**config.mk**
```make
export PLATFORM = sky130hd
export DESIGN_NAME = scan_capture_monitor
export DESIGN_NICKNAME = d
export VERILOG_FILES = /design/src/rtl/scan_capture_monitor.sv
export SDC_FILE = /design/constraint.sdc
export NUM_CORES = 1
export LEC_CHECK = 0
export CORE_ASPECT_RATIO = 1.2
export CORE_MARGIN = 3
export CORE_UTILIZATION = 35
export CTS_CLUSTER_SIZE = 24
export DETAILED_ROUTE_END_ITERATION = 7
export PLACE_DENSITY_LB_ADDON = 0.25
export SYNTH_ARGS = -nofsm -noshare
export SYNTH_HDL_FRONTEND = slang
export SYNTH_SLANG_ARGS = --single-unit
```
**constraint.sdc**
```tcl
create_clock -name clk12MHz -period 4.2 [get_ports clk12MHz]
set_input_delay 0.63 -clock clk12MHz [delete_from_list [all_inputs] [get_ports clk12MHz]]
set_output_delay 0.63 -clock clk12MHz [all_outputs]
set_load 0.005 [all_outputs]
```
**src/rtl/scan_capture_monitor.sv**
```systemverilog
// ---------------------------------------------------------------------------
// scan_capture_monitor
//
// Purpose:
//   Watches a chip's scan chain from the 12 MHz board clock domain.
//   - Oversamples the asynchronous scan clock and scan data.
//   - Assembles each scan word in a CAP_WIDTH shift register.
//   - Pushes a word into a HIST_DEPTH-entry history ring on every seg_latch
//     rising edge.
//   - Presents one registered display word. A debounced mode button selects
//     what is shown, and a debounced step button selects the history age.
//
// Ports:
//   clk12MHz      in   1                   system clock
//   rst_n         in   1                   asynchronous active-low reset
//   scan_clk_in   in   1                   scan clock from chip (async)
//   scan_data_out in   1                   scan data from chip (async)
//   seg_latch     in   1                   capture strobe, rising edge (async)
//   button_mode   in   1                   raw mode button
//   button_step   in   1                   raw history-step button
//   disp_word     out  CAP_WIDTH           registered display word
//   disp_mode     out  2                   0 LIVE, 1 LATEST, 2 HISTORY, 3 COUNT
//   hist_age      out  $clog2(HIST_DEPTH)  history age shown in HISTORY mode
//   latch_count   out  8                   saturating count of latches
//   new_latch     out  1                   one-cycle pulse per pushed word
// ---------------------------------------------------------------------------
module scan_capture_monitor #(
    parameter int CAP_WIDTH     = 8,
    parameter int HIST_DEPTH    = 4,
    parameter int SYNC_STAGES   = 2,
    parameter int DEBOUNCE_BITS = 19
) (
    input  logic                          clk12MHz,
    input  logic                          rst_n,
    input  logic                          scan_clk_in,
    input  logic                          scan_data_out,
    input  logic                          seg_latch,
    input  logic                          button_mode,
    input  logic                          button_step,
    output logic [CAP_WIDTH-1:0]          disp_word,
    output logic [1:0]                    disp_mode,
    output logic [$clog2(HIST_DEPTH)-1:0] hist_age,
    output logic [7:0]                    latch_count,
    output logic                          new_latch
);

    localparam int PW = $clog2(HIST_DEPTH);
    localparam logic [DEBOUNCE_BITS-1:0] DB_MAX = '1;

    typedef enum logic [1:0] {
        MODE_LIVE    = 2'd0,
        MODE_LATEST  = 2'd1,
        MODE_HISTORY = 2'd2,
        MODE_COUNT   = 2'd3
    } mode_t;

    // Synchroniser bit order: 0 scan clk, 1 scan data, 2 seg_latch,
    // 3 mode button, 4 step button.
    logic [SYNC_STAGES-1:0][4:0] r_sync;
    logic [4:0]                  w_rawIn;
    logic [4:0]                  w_synced;

    logic                        r_sclkPrev;
    logic                        r_latchPrev;
    logic                        w_sclkRise;
    logic                        w_latchRise;

    logic [CAP_WIDTH-1:0]        r_shift;
    logic [CAP_WIDTH-1:0]        r_ring [HIST_DEPTH];
    logic [PW-1:0]               r_wrPtr;
    logic [7:0]                  r_latchCount;
    logic                        r_newLatch;

    // Index 0 = mode button, index 1 = step button.
    logic [1:0]                  r_btnAcc;
    logic [DEBOUNCE_BITS-1:0]    r_btnCnt [2];
    logic [1:0]                  w_btnSync;
    logic [1:0]                  w_press;

    mode_t                       r_mode;
    logic [PW-1:0]               r_histAge;
    logic [CAP_WIDTH-1:0]        r_dispWord;

    logic [PW-1:0]               w_rdLatest;
    logic [PW-1:0]               w_rdHist;
    logic [CAP_WIDTH-1:0]        w_dispNext;

    assign w_rawIn   = {button_step, button_mode, seg_latch, scan_data_out, scan_clk_in};
    assign w_synced  = r_sync[SYNC_STAGES-1];
    assign w_btnSync = w_synced[4:3];

    assign w_sclkRise  = w_synced[0] & ~r_sclkPrev;
    assign w_latchRise = w_synced[2] & ~r_latchPrev;

    // A press is the cycle in which the accepted level flips from 0 to 1.
    always_comb begin
        w_press = '0;
        for (int b = 0; b < 2; b++) begin
            w_press[b] = (w_btnSync[b] != r_btnAcc[b]) && (r_btnCnt[b] == DB_MAX) && w_btnSync[b];
        end
    end

    // Ring pointers wrap naturally because HIST_DEPTH is a power of two.
    assign w_rdLatest = r_wrPtr - PW'(1);
    assign w_rdHist   = r_wrPtr - PW'(1) - r_histAge;

    always_comb begin
        w_dispNext = '0;
        case (r_mode)
            MODE_LIVE:    w_dispNext = r_shift;
            MODE_LATEST:  w_dispNext = r_ring[w_rdLatest];
            MODE_HISTORY: w_dispNext = r_ring[w_rdHist];
            MODE_COUNT:   w_dispNext = CAP_WIDTH'(r_latchCount);
            default:      w_dispNext = '0;
        endcase
    end

    // Synchronisers and edge-detect history.
    always_ff @(posedge clk12MHz or negedge rst_n) begin
        if (!rst_n) begin
            r_sync      <= '0;
            r_sclkPrev  <= 1'b0;
            r_latchPrev <= 1'b0;
        end else begin
            r_sync      <= {r_sync[SYNC_STAGES-2:0], w_rawIn};
            r_sclkPrev  <= w_synced[0];
            r_latchPrev <= w_synced[2];
        end
    end

    // Capture path. The ring write uses the pre-shift value when a scan edge
    // and a latch edge coincide, because both read r_shift before it updates.
    always_ff @(posedge clk12MHz or negedge rst_n) begin
        if (!rst_n) begin
            r_shift      <= '0;
            r_wrPtr      <= '0;
            r_latchCount <= '0;
            r_newLatch   <= 1'b0;
            for (int i = 0; i < HIST_DEPTH; i++) begin
                r_ring[i] <= '0;
            end
        end else begin
            r_newLatch <= w_latchRise;
            if (w_sclkRise) begin
                r_shift <= {r_shift[CAP_WIDTH-2:0], w_synced[1]};
            end
            if (w_latchRise) begin
                r_ring[r_wrPtr] <= r_shift;
                r_wrPtr         <= r_wrPtr + PW'(1);
                if (r_latchCount != 8'hFF) begin
                    r_latchCount <= r_latchCount + 8'd1;
                end
            end
        end
    end

    // Debounce. The counter only runs while the synchronised level disagrees
    // with the accepted level, so a button held through reset must be seen
    // stable for the whole period before it counts as pressed.
    always_ff @(posedge clk12MHz or negedge rst_n) begin
        if (!rst_n) begin
            r_btnAcc <= '0;
            for (int b = 0; b < 2; b++) begin
                r_btnCnt[b] <= '0;
            end
        end else begin
            for (int b = 0; b < 2; b++) begin
                if (w_btnSync[b] != r_btnAcc[b]) begin
                    if (r_btnCnt[b] == DB_MAX) begin
                        r_btnAcc[b] <= w_btnSync[b];
                        r_btnCnt[b] <= '0;
                    end else begin
                        r_btnCnt[b] <= r_btnCnt[b] + 1'b1;
                    end
                end else begin
                    r_btnCnt[b] <= '0;
                end
            end
        end
    end

    // Display mode and history age. A mode press takes priority and drops any
    // step press from the same cycle.
    always_ff @(posedge clk12MHz or negedge rst_n) begin
        if (!rst_n) begin
            r_mode    <= MODE_LIVE;
            r_histAge <= '0;
        end else begin
            if (w_press[0]) begin
                r_mode <= mode_t'(r_mode + 2'd1);
                if (r_mode == MODE_LATEST) begin
                    r_histAge <= '0;
                end
            end else if (w_press[1] && (r_mode == MODE_HISTORY)) begin
                r_histAge <= r_histAge + PW'(1);
            end
        end
    end

    // Output display register, one clock behind its selected source.
    always_ff @(posedge clk12MHz or negedge rst_n) begin
        if (!rst_n) begin
            r_dispWord <= '0;
        end else begin
            r_dispWord <= w_dispNext;
        end
    end

    assign disp_word   = r_dispWord;
    assign disp_mode   = r_mode;
    assign hist_age    = r_histAge;
    assign latch_count = r_latchCount;
    assign new_latch   = r_newLatch;

endmodule

```
After elaboration in Yosys (flattened, before gate mapping)
Index checks and enable logic that the tools add are counted.
{"block": "word_totals", "ff_bits": 115, "input_bits": 7, "wordCells": 76}
{"block": "classes", "addsub": 8, "order_cmp": 4, "n_eq_ne": 9, "n_mux": 17, "bitwise_logic": 7, "n_reduce_logical": 12}
{"operator": "19-bit two-way mux", "n": 4}
{"operator": "8-bit two-way mux", "n": 5}
{"operator": "19-bit by 1-bit adder with 19-bit output (second input constant)", "n": 2}
{"operator": "19-bit == test (second input constant)", "n": 2}
{"operator": "8-bit binary-select mux with 2-bit select", "n": 2}
{"operator": "32-bit bitwise mux", "n": 1}
{"operator": "8-bit one-hot mux with 4 select lines", "n": 1}
{"operator": "8-bit demux with 2-bit select", "n": 1}
{"operator": "3-bit greater-or-equal comparator (second input constant)", "n": 3}
{"operator": "2-bit inverter with 3-bit output", "n": 3}
{"operator": "8-bit by 1-bit adder with 8-bit output (second input constant)", "n": 1}
{"operator": "8-bit != test (second input constant)", "n": 1}
{"operator": "2-bit AND reduction", "n": 4}
{"operator": "2-bit by 1-bit adder with 2-bit output (second input constant)", "n": 3}
{"operator": "1-bit logical AND", "n": 6}
{"operator": "2-bit two-way mux", "n": 3}
{"operator": "2-bit == test (second input constant)", "n": 2}
{"operator": "3-bit by 1-bit < comparator with 1-bit output (second input constant)", "n": 1}
{"operator": "1-bit bitwise AND", "n": 2}
{"operator": "2-bit by 1-bit == test with 1-bit output (second input constant)", "n": 1}
{"operator": "2-bit zero test", "n": 1}
{"operator": "1-bit != test", "n": 2}
{"operator": "2-bit by 1-bit != test with 1-bit output (second input constant)", "n": 1}
{"operator": "1-bit inverter", "n": 2}
{"operator": "3 further kinds", "n": 3}

Logic depth before layout (Yosys ltp)
Gate-level depths: netlist (run 1).
{"block": "logic_depth", "word_depth": 7, "mapped_depth": 9}

Worst setup path after synthesis (run 1)
Ideal clock, no wire load.
{"block": "synth_timing", "path_type": "reg-to-reg", "startpoint": "reg r_wrPtr[0]", "endpoint": "reg r_dispWord[3] (netlist: disp_word[3])", "setup_ps": 66, "arrival_ps": 2560, "path_slack_ps": 1573, "stages_incl_launch_ff": 10, "n_path_buf": 3, "period_less_slack_ps": 2627, "path_cell_list": "dfrtp_1 -> clkbuf_1 -> buf_2 -> inv_1 -> ha_1 -> xnor2_1 -> clkbuf_1 -> nand2_1 -> a21oi_1 -> o32a_1"}
{"block": "synth_via", "elab_chain_cells": 7}
{"item": "start, declared", "line_no": "70", "source": "logic [PW-1:0] r_wrPtr;"}
{"item": "start signal, assigned", "line_no": "149", "source": "r_wrPtr <= r_wrPtr + PW'(1);"}
{"item": "2-bit by 1-bit subtractor with 2-bit output (*)", "line_no": "104", "source": "assign w_rdLatest = r_wrPtr - PW'(1);"}
{"item": "named net w_rdLatest[0]", "line_no": "84", "source": "logic [PW-1:0] w_rdLatest;"}
{"item": "2-bit subtractor", "line_no": "105", "source": "assign w_rdHist = r_wrPtr - PW'(1) - r_histAge;"}
{"item": "2-bit inverter with 3-bit output (not written as such)", "line_no": "112", "source": "MODE_HISTORY: w_dispNext = r_ring[w_rdHist];"}
{"item": "8-bit binary-select mux with 2-bit select", "line_no": "112"}
{"item": "8-bit two-way mux (not written as such) (2 in a row)", "line_no": "112"}
{"item": "8-bit one-hot mux with 4 select lines (*)", "line_no": "109", "source": "case (r_mode)"}
{"item": "named net w_dispNext[3]", "line_no": "86", "source": "logic [CAP_WIDTH-1:0] w_dispNext;"}
{"item": "end signal, assigned", "line_no": "205", "source": "r_dispWord <= w_dispNext;"}
{"item": "end, declared", "line_no": "82", "source": "logic [CAP_WIDTH-1:0] r_dispWord;"}
Mark *: on every way through the listed nets, which the timed path passes. The rest lies on a longest branch. The select of a mux whose other input is x is not followed.
A chain may end at the register's enable or synchronous reset.

Worst setup path after layout (run 1)
{"block": "layout_timing", "startpoint": "reg r_wrPtr[0]", "endpoint": "reg r_dispWord[7] (netlist: disp_word[7])"}
The elaborated chain is that of the path after synthesis.

==> results of run 1 <==
-- power groups by stage --
stage	Sequential [W]	Clock, W	Combinational [W]
finish	0.00163	0.00142	0.000840
global route	0.00166	0.00151	0.000925
CTS	0.00163	0.00145	0.000850
detailed placement	0.00164	0	0.000846
global placement	0.00163	0	0.000811
floorplan	0.00155	0	0.000592
-- routing by layer --
| metal | global-route usage, % | vias to the layer above | wire length (um) |
|---|---|---|---|
| li1 | - | 1734 | - |
| met1 | 16.5 | 1846 | 4970 |
| met2 | 24.6 | 77 | 5590 |
| met3 | 4.63 | 19 | 489 |
| met4 | 5.80 | 0 | 206 |
| met5 | 0 | - | 0 |
-- stage by stage --
stage               std cells  utilization, %
global placement          693            39.8
CTS                       725            43.8
detailed placement        693            39.8
floorplan                 477               -
global route              725            43.8
finish                    725            43.8
-- worst max-delay path by stage --
| stage | end | cells past startpoint | slack, ns | from |
|---|---|---|---|---|
| 2_1_floorplan | disp_word[3] | 9 | 1.57 | r_wrPtr[0] |
| 3_3_place_gp | disp_word[0] | 6 | 1.49 | r_wrPtr[0] |
| 3_5_place_dp | disp_word[1] | 6 | 1.40 | r_wrPtr[0] |
| 4_1_cts | disp_word[2] | 6 | 1.37 | r_wrPtr[0] |
| 5_1_grt | disp_word[2] | 6 | 1.17 | r_wrPtr[0] |
| 6_report | disp_word[7] | 6 | 1.39 | r_wrPtr[0] |
-- logic make-up (layout without fill, tap and decap cells) --
| kind of cell | after synthesis | count (layout) | share of synthesized area (%) |
|---|---|---|---|
| adder cells (fa/ha/maj) | 12 | 12 | 2.81 |
| AO/OA/AOI/OAI | 54 | 54 | 6.51 |
| XOR/XNOR | 41 | 41 | 6.72 |
| multiplexers | 62 | 62 | 12.7 |
| buffers and inverters | 29 | 77 | 2.13 |
| AND/OR/NAND/NOR | 164 | 164 | 15.3 |
| flip-flops | 115 | 115 | 53.9 |
-- final cells by class --
type | count | area (um^2) | area share [%]
repair buffers | 31 | 298 | 4.64
flip-flops and latches | 115 | 2880 | 44.8
well taps | 200 | 250 | 3.90
clock inverters | 10 | 105 | 1.64
clock buffers | 22 | 484 | 7.54
inverters | 14 | 52.6 | 0.819
multi-input cells | 333 | 2350 | 36.6
-- worst reg2reg max path: stages (launching register included) --
cell and delay [ns]:
dfrtp_1 0.69, inv_1 0.18, ha_1 0.40, xor2_1 0.96, nand2_1 0.15, a21oi_1 0.19, o32a_1 0.18
-- flip-flops by register name (all words and copies together) (netlist names) --
register and flops:
r_btnCnt 38, r_ring 32, disp_word 8, latch_count 8, r_shift 8, r_sync 5, w_synced 5, disp_mode 2
hist_age 2, r_btnAcc 2, r_wrPtr 2, new_latch 1, r_latchPrev 1, r_sclkPrev 1
-- placed cells by master, fill, tap and decap left out, types with 12 or more instances in the layout --
cell             synthesis  routed
xnor2_1                 23      23
nand3_1                 17      17
nor2_1                  47      47
mux2_2                  46      46
mux2i_1                 16      16
clkbuf_16                0      17
clkdlybuf4s50_1          0      26
nand2_1                 55      55
xor2_1                  18      18
inv_1                   14      14
dfrtp_1                115     115
a21oi_1                 29      29
ha_1                    12      12
-- Yosys cell counts, types with 4 or more instances --
master    instances  area [um^2]
o21ai_0           6         30.0
buf_2             4         20.0
ha_1             12          150
mux2_2           46          518
nand4_1           8         50.1
nand3_1          17         85.1
a21oi_1          29          145
buf_1             4         15.0
nand2b_1          4         25.0
o221ai_1          8         70.1
clkbuf_1          7         26.3
nor3_1            4         20.0
mux2i_1          16          160
xor2_1           18          158
xnor2_1          23          201
nor2_1           47          176
nand2_1          55          206
and3_1            4         25.0
inv_1            14         52.6
o32a_1            8         80.1
dfrtp_1         115         2880
==> metrics, run 1 <==
Post-synth EDFFs 0; P per Cell Area 605 nW/um^2; number of clock sinks 115; area of the die 16,800 um^2; maximum vdd drop 0.268 mV; Core Region 14,700 um^2; Clock transition at path regs 0.05 ns; Combinational Power Share 21.6%; vias post-DR 3,676; Final min period 2.81 ns; Routed wire per std cell 15.5 um; worst hold path type primary input to async pin; reg2reg start r_wrPtr[0]; outcome finished clean; Final Setup Violations 0; antenna viol nets, final 0; H-tree depth 4; Slew headroom 20.2%; Synthesis Warnings 0; final instance area 6420 um^2; total power 0.00388 W; n_diodes 0; share of layout cells above drive strength 1 17.9%; router iterations before antenna repair 4; setup_tns 0 ns; Slowest-stage cell, CP xor2_1; Switch Pwr 0.00114 W; P&R area growth vs syn 20.1%; r2r setup slk 1.39 ns; Starting Density 36.5%; Fin Hold WS 0.316 ns; Clk pwr share 36.5%; RSZ-0062 raised after global routing no; DRC viols 0; slowest stage delay, CP 0.96 ns; # resized after CTS 0; element type at the critical path end flip-flop; grt ovf 0; #FFs+latches synth 115; GR Util All Layers 14.3%; # fillers 1,419; distinct cell type count after synthesis 43; Worst Skew 0.00768 ns; Post-CTS Hold Buffers 0; Worst Path Required 4.54 ns; final hold viol count 0; setup ws final 1.39 ns; critical-path maximum fanout 16; Final Slew Violations 0; share of flip-flops with an asynchronous set or reset 100%; Startpoint Class flip-flop; Skew-Pair Late Insertion Delay 0.41 ns; DRT Wirelength 11.3 mm; Synth Flop Type dfrtp_1; Mean Syn Cell Area 11.2 um^2; Die X 119 um; initial antenna violation count 0; HPWL after DPL 7.44 mm; gpl congestion 0.775; I/O Buffers 27; crit path kind flip-flop to flip-flop; first-pass GRT wire length 18.9 mm; Buf/Inv on CP 1; initial DRC count 220; maxcap violations 0; Setup Slack @ Placement 1.40 ns; Cell Int Power 0.00274 W; Critical Path AT 3.16 ns; Setup Buffers After CTS 0; largest net degree at the start of global routing 69; Synth Instances 477; CTS max path bufs 2; CP top delay family XOR/XNOR gates; placed inst area 5830 um^2; Reg-to-Reg End disp_word[7]; Mapped Nets 496; vias in the first global route 3,763; Pleak 2.80 nW; final worst path period share 67.0%; io pins 28; CTS tree built; Sequential Power Share 41.9%; DIE HEIGHT 141 um; routed vias/inst 5.07; clock buffer count from CTS 17; cell area after synthesis 5340 um^2; worst slew pin tran 1.19 ns; row cnt 48; Root Buffer clkbuf_16; switching part of the total 29.4%; crit-path cells inv_1 -> ha_1 -> xor2_1 -> nand2_1 -> a21oi_1 -> o32a_1; fmax 0.355 GHz; Seq/Total Area, Yosys 53.9%; fin nets 531; Reg2Reg Depth 6
Note: power is estimated with default switching activity, not from simulation.
==> inputs of run 2 (changes only) <==
==> constraint.sdc (replaced) <==
create_clock -name clk12MHz -period 2.3 [get_ports clk12MHz]
set_input_delay 0.345 -clock clk12MHz [delete_from_list [all_inputs] [get_ports clk12MHz]]
set_output_delay 0.345 -clock clk12MHz [all_outputs]
set_load 0.005 [all_outputs]
==> run 2 against run 1 <==
Against the previous run: routed wire length up 0.89%; critical path type unchanged; first-iteration DRC count is 30% higher; fmax up 32%; clock power up 67%.
==> metrics, run 2 (synthesized netlist as in run 1, its figures left out) <==
DRT Wirelength 11.4 mm (+0.89%); switching part of the total 29.5% (+0.18 points); crit-path cells inv_1 -> ha_1 -> nand2b_1 -> o221ai_1 -> o32a_1; Clk pwr share 34.2% (-2.3 points); vias post-DR 3,662 (-0.38%); dpl cells 698 (+0.72%); I/O Buffers 27 (unchanged); Core Region 14,700 um^2 (unchanged); Critical Path AT 2.42 ns (-0.74 ns); DIE HEIGHT 141 um (unchanged); crit path kind flip-flop to flip-flop; max FFs per register 38 (unchanged); Slew headroom 65.4% (+45 points); final worst path period share 92.7% (+26 points); slowest stage delay, CP 0.53 ns (-0.43 ns); Cell Int Power 0.00489 W (+78%); Starting Density 36.5% (unchanged); Fin Hold WS 0.346 ns (+0.0298 ns); clock buffer count from CTS 17 (unchanged); Buf/Inv on CP 1 (unchanged); DRC viols 0 (unchanged); final hold viol count 0 (unchanged); CTS max path bufs 2 (unchanged); Final min period 2.13 ns (-0.680 ns); gpl congestion 0.772 (-0.39%); Worst Skew 0.00493 ns (-0.00275 ns); Worst Path Required 2.59 ns (-1.95 ns); number of clock sinks 115 (unchanged); io pins 28 (unchanged); H-tree depth 4 (unchanged); row cnt 48 (unchanged); grt ovf 0 (unchanged); worst hold path type flip-flop to flip-flop; vias in the first global route 3,846 (+2.2%); maxcap violations 0 (unchanged); P&R area growth vs syn 21.0%; Slowest-stage cell, CP ha_1; share of layout cells above drive strength 1 18.6% (+0.69 points); r2r setup slk 0.17 ns (-1.22 ns); fin nets 537 (+1.1%); element type at the critical path end flip-flop; Pleak 2.83 nW (+0.84%); # fillers 1,414 (-0.35%); initial antenna violation count 0 (unchanged); Final Slew Violations 0 (unchanged); Clock transition at path regs 0.05 ns (about the same); router iterations before antenna repair 4 (unchanged); CP top delay family compound AO/OA/AOI/OAI gates; initial DRC count 285 (+30%); most frequent cells in the layout dfrtp_1, nand2_1, nor2_1; final core utilization 44.1% (+0.32 points); RSZ-0062 raised after global routing no; Final Setup Violations 0 (unchanged); n_diodes 0 (unchanged); Switch Pwr 0.00205 W (+80%); routed vias/inst 5.04 (-0.65%); Die X 119 um (unchanged); fmax 0.469 GHz (+32%); CTS tree built; area of the die 16,800 um^2 (unchanged); Startpoint Class flip-flop; antenna viol nets, final 0 (unchanged); GR Util All Layers 14.5% (+0.22 points); Largest Register r_btnCnt; HPWL after DPL 7.41 mm (-0.38%); Combinational Power Share 23.8% (+2.2 points); maximum vdd drop 0.550 mV (+110%); critical-path maximum fanout 8 (-8); P per Cell Area 1070 nW/um^2 (+77%); first-pass GRT wire length 19.3 mm (+1.9%); Sequential Power Share 42.0% (about the same); Routed wire per std cell 15.6 um (+0.61%); total power 0.00693 W (+78%); worst slew pin tran 0.518 ns (-0.675 ns); largest net degree at the start of global routing 55 (-20%); Root Buffer clkbuf_16; largest registers r_btnCnt (38), r_ring (32); Skew-Pair Late Insertion Delay 0.41 ns (about the same); non-filler cells, final 727 (+0.28%); outcome finished clean; commonest non-fill, non-tap cell in the layout dfrtp_1; setup_tns 0 ns (unchanged)
[run 2: changes by cell type in the layout (fill, tap and decap cells not counted)]
cell / before / now
buf_12: 0 / 1
buf_4: 5 / 9
bufinv_16: 2 / 1
clkbuf_8: 4 / 3
clkinvlp_4: 2 / 0
dlygate4sd3_1: 0 / 1
xnor2_1: 23 / 21
xnor2_2: 0 / 1
xnor2_4: 0 / 1
xor2_1: 18 / 17
xor2_4: 0 / 1
[run 2: worst register-to-register path, cell delays in order (launching register included)]
cell      delay, ns
dfrtp_1        0.36
inv_1          0.09
ha_1           0.53
nand2b_1       0.46
o221ai_1       0.20
o32a_1         0.38
[run 2: path summary, 6_finish.rpt]
check                      startpoint        endpoint  cells after the start
max                        r_wrPtr[0]    disp_word[6]                      5
max reg2reg                r_wrPtr[0]    disp_word[6]                      5
min                         r_sync[1]     w_synced[1]                      0
max in group asynchronous       rst_n    r_btnCnt[17]                      3
min in group asynchronous       rst_n  latch_count[4]                      2
min reg2reg                 r_sync[1]     w_synced[1]                      0
[run 2: power groups by stage]
stage               clock network, W  registers, W  logic, W
floorplan                          0       0.00282   0.00112
finish                       0.00237       0.00291   0.00165
CTS                          0.00245       0.00291   0.00161
detailed placement                 0       0.00294   0.00160
global route                 0.00255       0.00298   0.00183
global placement                   0       0.00293   0.00154
[run 2: cell type report]
type                    instances  area (um^2)  area share (%)
inverters                      14         52.6           0.813
well taps                     200          250            3.87
clock buffers                  21          470            7.28
repair buffers                 37          358            5.53
clock inverters                 7         60.1           0.929
flip-flops and latches        115         2880            44.5
multi-input cells             333         2400            37.1
[run 2: what timing repair did]
action                                  in CTS  in global routing
hold endpoints to repair                    28                  0
buffers inserted                             0                  0
endpoints found under the setup margin       0                  8
hold buffers                                 1                  0
gates resized for setup                      0                  3
[run 2: routing by layer]
| metal | global-route usage [%] | part of all wire (%) | vias up |
|---|---|---|---|
| met2 | 24.9 | 52 | 77 |
| met1 | 16.9 | 42 | 1822 |
| li1 | - | - | 1741 |
| met3 | 4.59 | 4.2 | 22 |
| met5 | 0 | 0 | - |
| met4 | 5.92 | 2.2 | 0 |
[run 2: metrics by stage]
stage                     cell area [um^2]  worst slack, ns
after global placement                5900            0.245
after floorplan                       5370           0.0317
after global routing                  6470           0.0688
after detailed placement              5900            0.136
final                                 6470            0.167
after CTS                             6440           0.0924
==> inputs of run 3 (changes only) <==
--- a/config.mk
+++ b/config.mk
@@ -7,7 +7,7 @@
 export LEC_CHECK = 0
 export CORE_ASPECT_RATIO = 1.2
 export CORE_MARGIN = 3
-export CORE_UTILIZATION = 35
+export CORE_UTILIZATION = 30
 export CTS_CLUSTER_SIZE = 24
 export DETAILED_ROUTE_END_ITERATION = 7
 export PLACE_DENSITY_LB_ADDON = 0.25
==> run 3 against run 2 <==
Against the previous run: sequential cell count stayed put; global-route usage is 1.8 points lower; power grew 4.3%; largest cell class unchanged; largest power group unchanged.
==> metrics, run 3 (synthesized netlist as in run 1, its figures left out) <==
Pleak 2.86 nW (+1.0%); element type at the critical path end flip-flop; share of layout cells above drive strength 1 19.4% (+0.77 points); grt ovf 0 (unchanged); Routed wire per std cell 15.7 um (+0.54%); fmax 0.460 GHz (-1.9%); max FFs per register 38 (unchanged); Final Setup Violations 0 (unchanged); DIE HEIGHT 152 um (+7.7%); Sequential Power Share 40.5% (-1.5 points); I/O Buffers 27 (unchanged); most frequent cells in the layout dfrtp_1, nand2_1, nor2_1; Worst Path Required 2.59 ns (about the same); GR Util All Layers 12.8% (-1.8 points); commonest non-fill, non-tap cell in the layout dfrtp_1; Buf/Inv on CP 1 (unchanged); Slew headroom 60.7% (-4.6 points); final hold viol count 0 (unchanged); first-pass GRT wire length 19.9 mm (+3.0%); maxcap violations 0 (unchanged); CP top delay family compound AO/OA/AOI/OAI gates; router iterations before antenna repair 4 (unchanged); row cnt 52 (+8.3%); Cell Int Power 0.00512 W (+4.7%); Startpoint Class flip-flop; antenna viol nets, final 0 (unchanged); DRC viols 0 (unchanged); fin nets 538 (+0.19%); worst hold path type flip-flop to flip-flop; outcome finished clean; H-tree depth 4 (unchanged); area of the die 19,500 um^2 (+16%); worst slew pin tran 0.589 ns (+0.0708 ns); CTS max path bufs 2 (unchanged); Largest Register r_btnCnt; P per Cell Area 1100 nW/um^2 (+2.6%); Die X 128 um (+7.6%); P&R area growth vs syn 23.0%; n_diodes 0 (unchanged); DRT Wirelength 11.7 mm (+3.4%); switching part of the total 29.2% (-0.32 points); CTS tree built; initial DRC count 113 (-60%); Root Buffer clkbuf_16; critical-path maximum fanout 8 (unchanged); HPWL after DPL 7.76 mm (+4.7%); Fin Hold WS 0.345 ns (-0.000796 ns); number of clock sinks 115 (unchanged); io pins 28 (unchanged); crit path kind flip-flop to flip-flop; Final min period 2.17 ns (+0.0412 ns); Final Slew Violations 0 (unchanged); dpl cells 715 (+2.4%); RSZ-0062 raised after global routing no; largest net degree at the start of global routing 43 (-22%); Skew-Pair Late Insertion Delay 0.41 ns (about the same); initial antenna violation count 0 (unchanged); Clk pwr share 36.8% (+2.6 points); setup_tns 0 ns (unchanged); largest registers r_btnCnt (38), r_ring (32); Switch Pwr 0.00211 W (+3.1%); vias post-DR 3,687 (+0.68%); Clock transition at path regs 0.05 ns (about the same); Worst Skew 0.00774 ns (+0.00281 ns); Slowest-stage cell, CP ha_1; clock buffer count from CTS 17 (unchanged); non-filler cells, final 748 (+2.9%); final worst path period share 94.5% (+1.8 points); Setup Buffers After CTS 0 (unchanged); routed vias/inst 4.93 (-2.1%); Starting Density 31.1% (-5.4 points); gpl congestion 0.772 (about the same); maximum vdd drop 0.587 mV (+6.7%); Combinational Power Share 22.7% (-1.1 points); slowest stage delay, CP 0.55 ns (+0.02 ns); Critical Path AT 2.47 ns (+0.05 ns); Core Region 17,200 um^2 (+17%); vias in the first global route 3,811 (-0.91%); crit-path cells inv_1 -> ha_1 -> nand2b_1 -> o221ai_1 -> o32a_1
run 3: worst paths after layout:
| kind | from | endpoint | slack [ns] | cells past startpoint |
|---|---|---|---|---|
| min in group asynchronous | rst_n | latch_count[3] | 0.48 | 2 |
| setup / recovery | r_wrPtr[0] | disp_word[3] | 0.13 | 5 |
| setup reg to reg | r_wrPtr[0] | disp_word[3] | 0.13 | 5 |
| hold reg to reg | r_sync[4] | w_synced[4] | 0.35 | 0 |
| max in group asynchronous | rst_n | r_btnCnt[6] | 1.07 | 3 |
| hold / removal | r_sync[4] | w_synced[4] | 0.35 | 0 |
run 3: worst reg2reg max path: stages (launching register included):
cell      delay (ns)
dfrtp_1         0.37
inv_1           0.11
ha_1            0.55
nand2b_1        0.46
o221ai_1        0.20
o32a_1          0.37
run 3: metal layers:
layer | vias to the layer above | track usage, % | wire length (um)
li1 | 1750 | - | -
met1 | 1846 | 15.6 | 5100
met2 | 68 | 21.2 | 5880
met3 | 23 | 3.51 | 454
met4 | 0 | 5.36 | 306
met5 | - | 0 | 0
run 3: cell type report:
class,count,area [um^2]
fillers,1665,10600
multi-input cells,333,2400
flip-flops and latches,115,2880
inverters,14,52.6
well taps,216,270
clock inverters,8,97.6
clock buffers,24,512
repair buffers,38,365
run 3: power by group through the flow:
stage,sequential (W),combinational [W],clock (W)
floorplan,0.00282,0.00112,0
global placement,0.00293,0.00154,0
detailed placement,0.00295,0.00159,0
CTS,0.00292,0.00160,0.00273
global route,0.00300,0.00181,0.00282
finish,0.00293,0.00164,0.00266
run 3: through the flow:
step	total power, W	utilization [%]	setup WS, ns	cell area [um^2]
2_1_floorplan	0.00395	-	0.0317	5370
3_5_place_dp	0.00455	34.5	0.144	5920
5_1_grt	0.00763	38.3	0.0225	6570
4_1_cts	0.00725	38.1	0.125	6540
3_3_place_gp	0.00448	34.5	0.214	5920
6_report	0.00723	38.3	0.126	6570
run 3: timing repair:
| action | in CTS | in global routing |
|---|---|---|
| hold buffers | 1 | 0 |
| setup endpoints to repair | 0 | 6 |
| hold endpoints to repair | 38 | 0 |
| gates resized for setup | 0 | 3 |
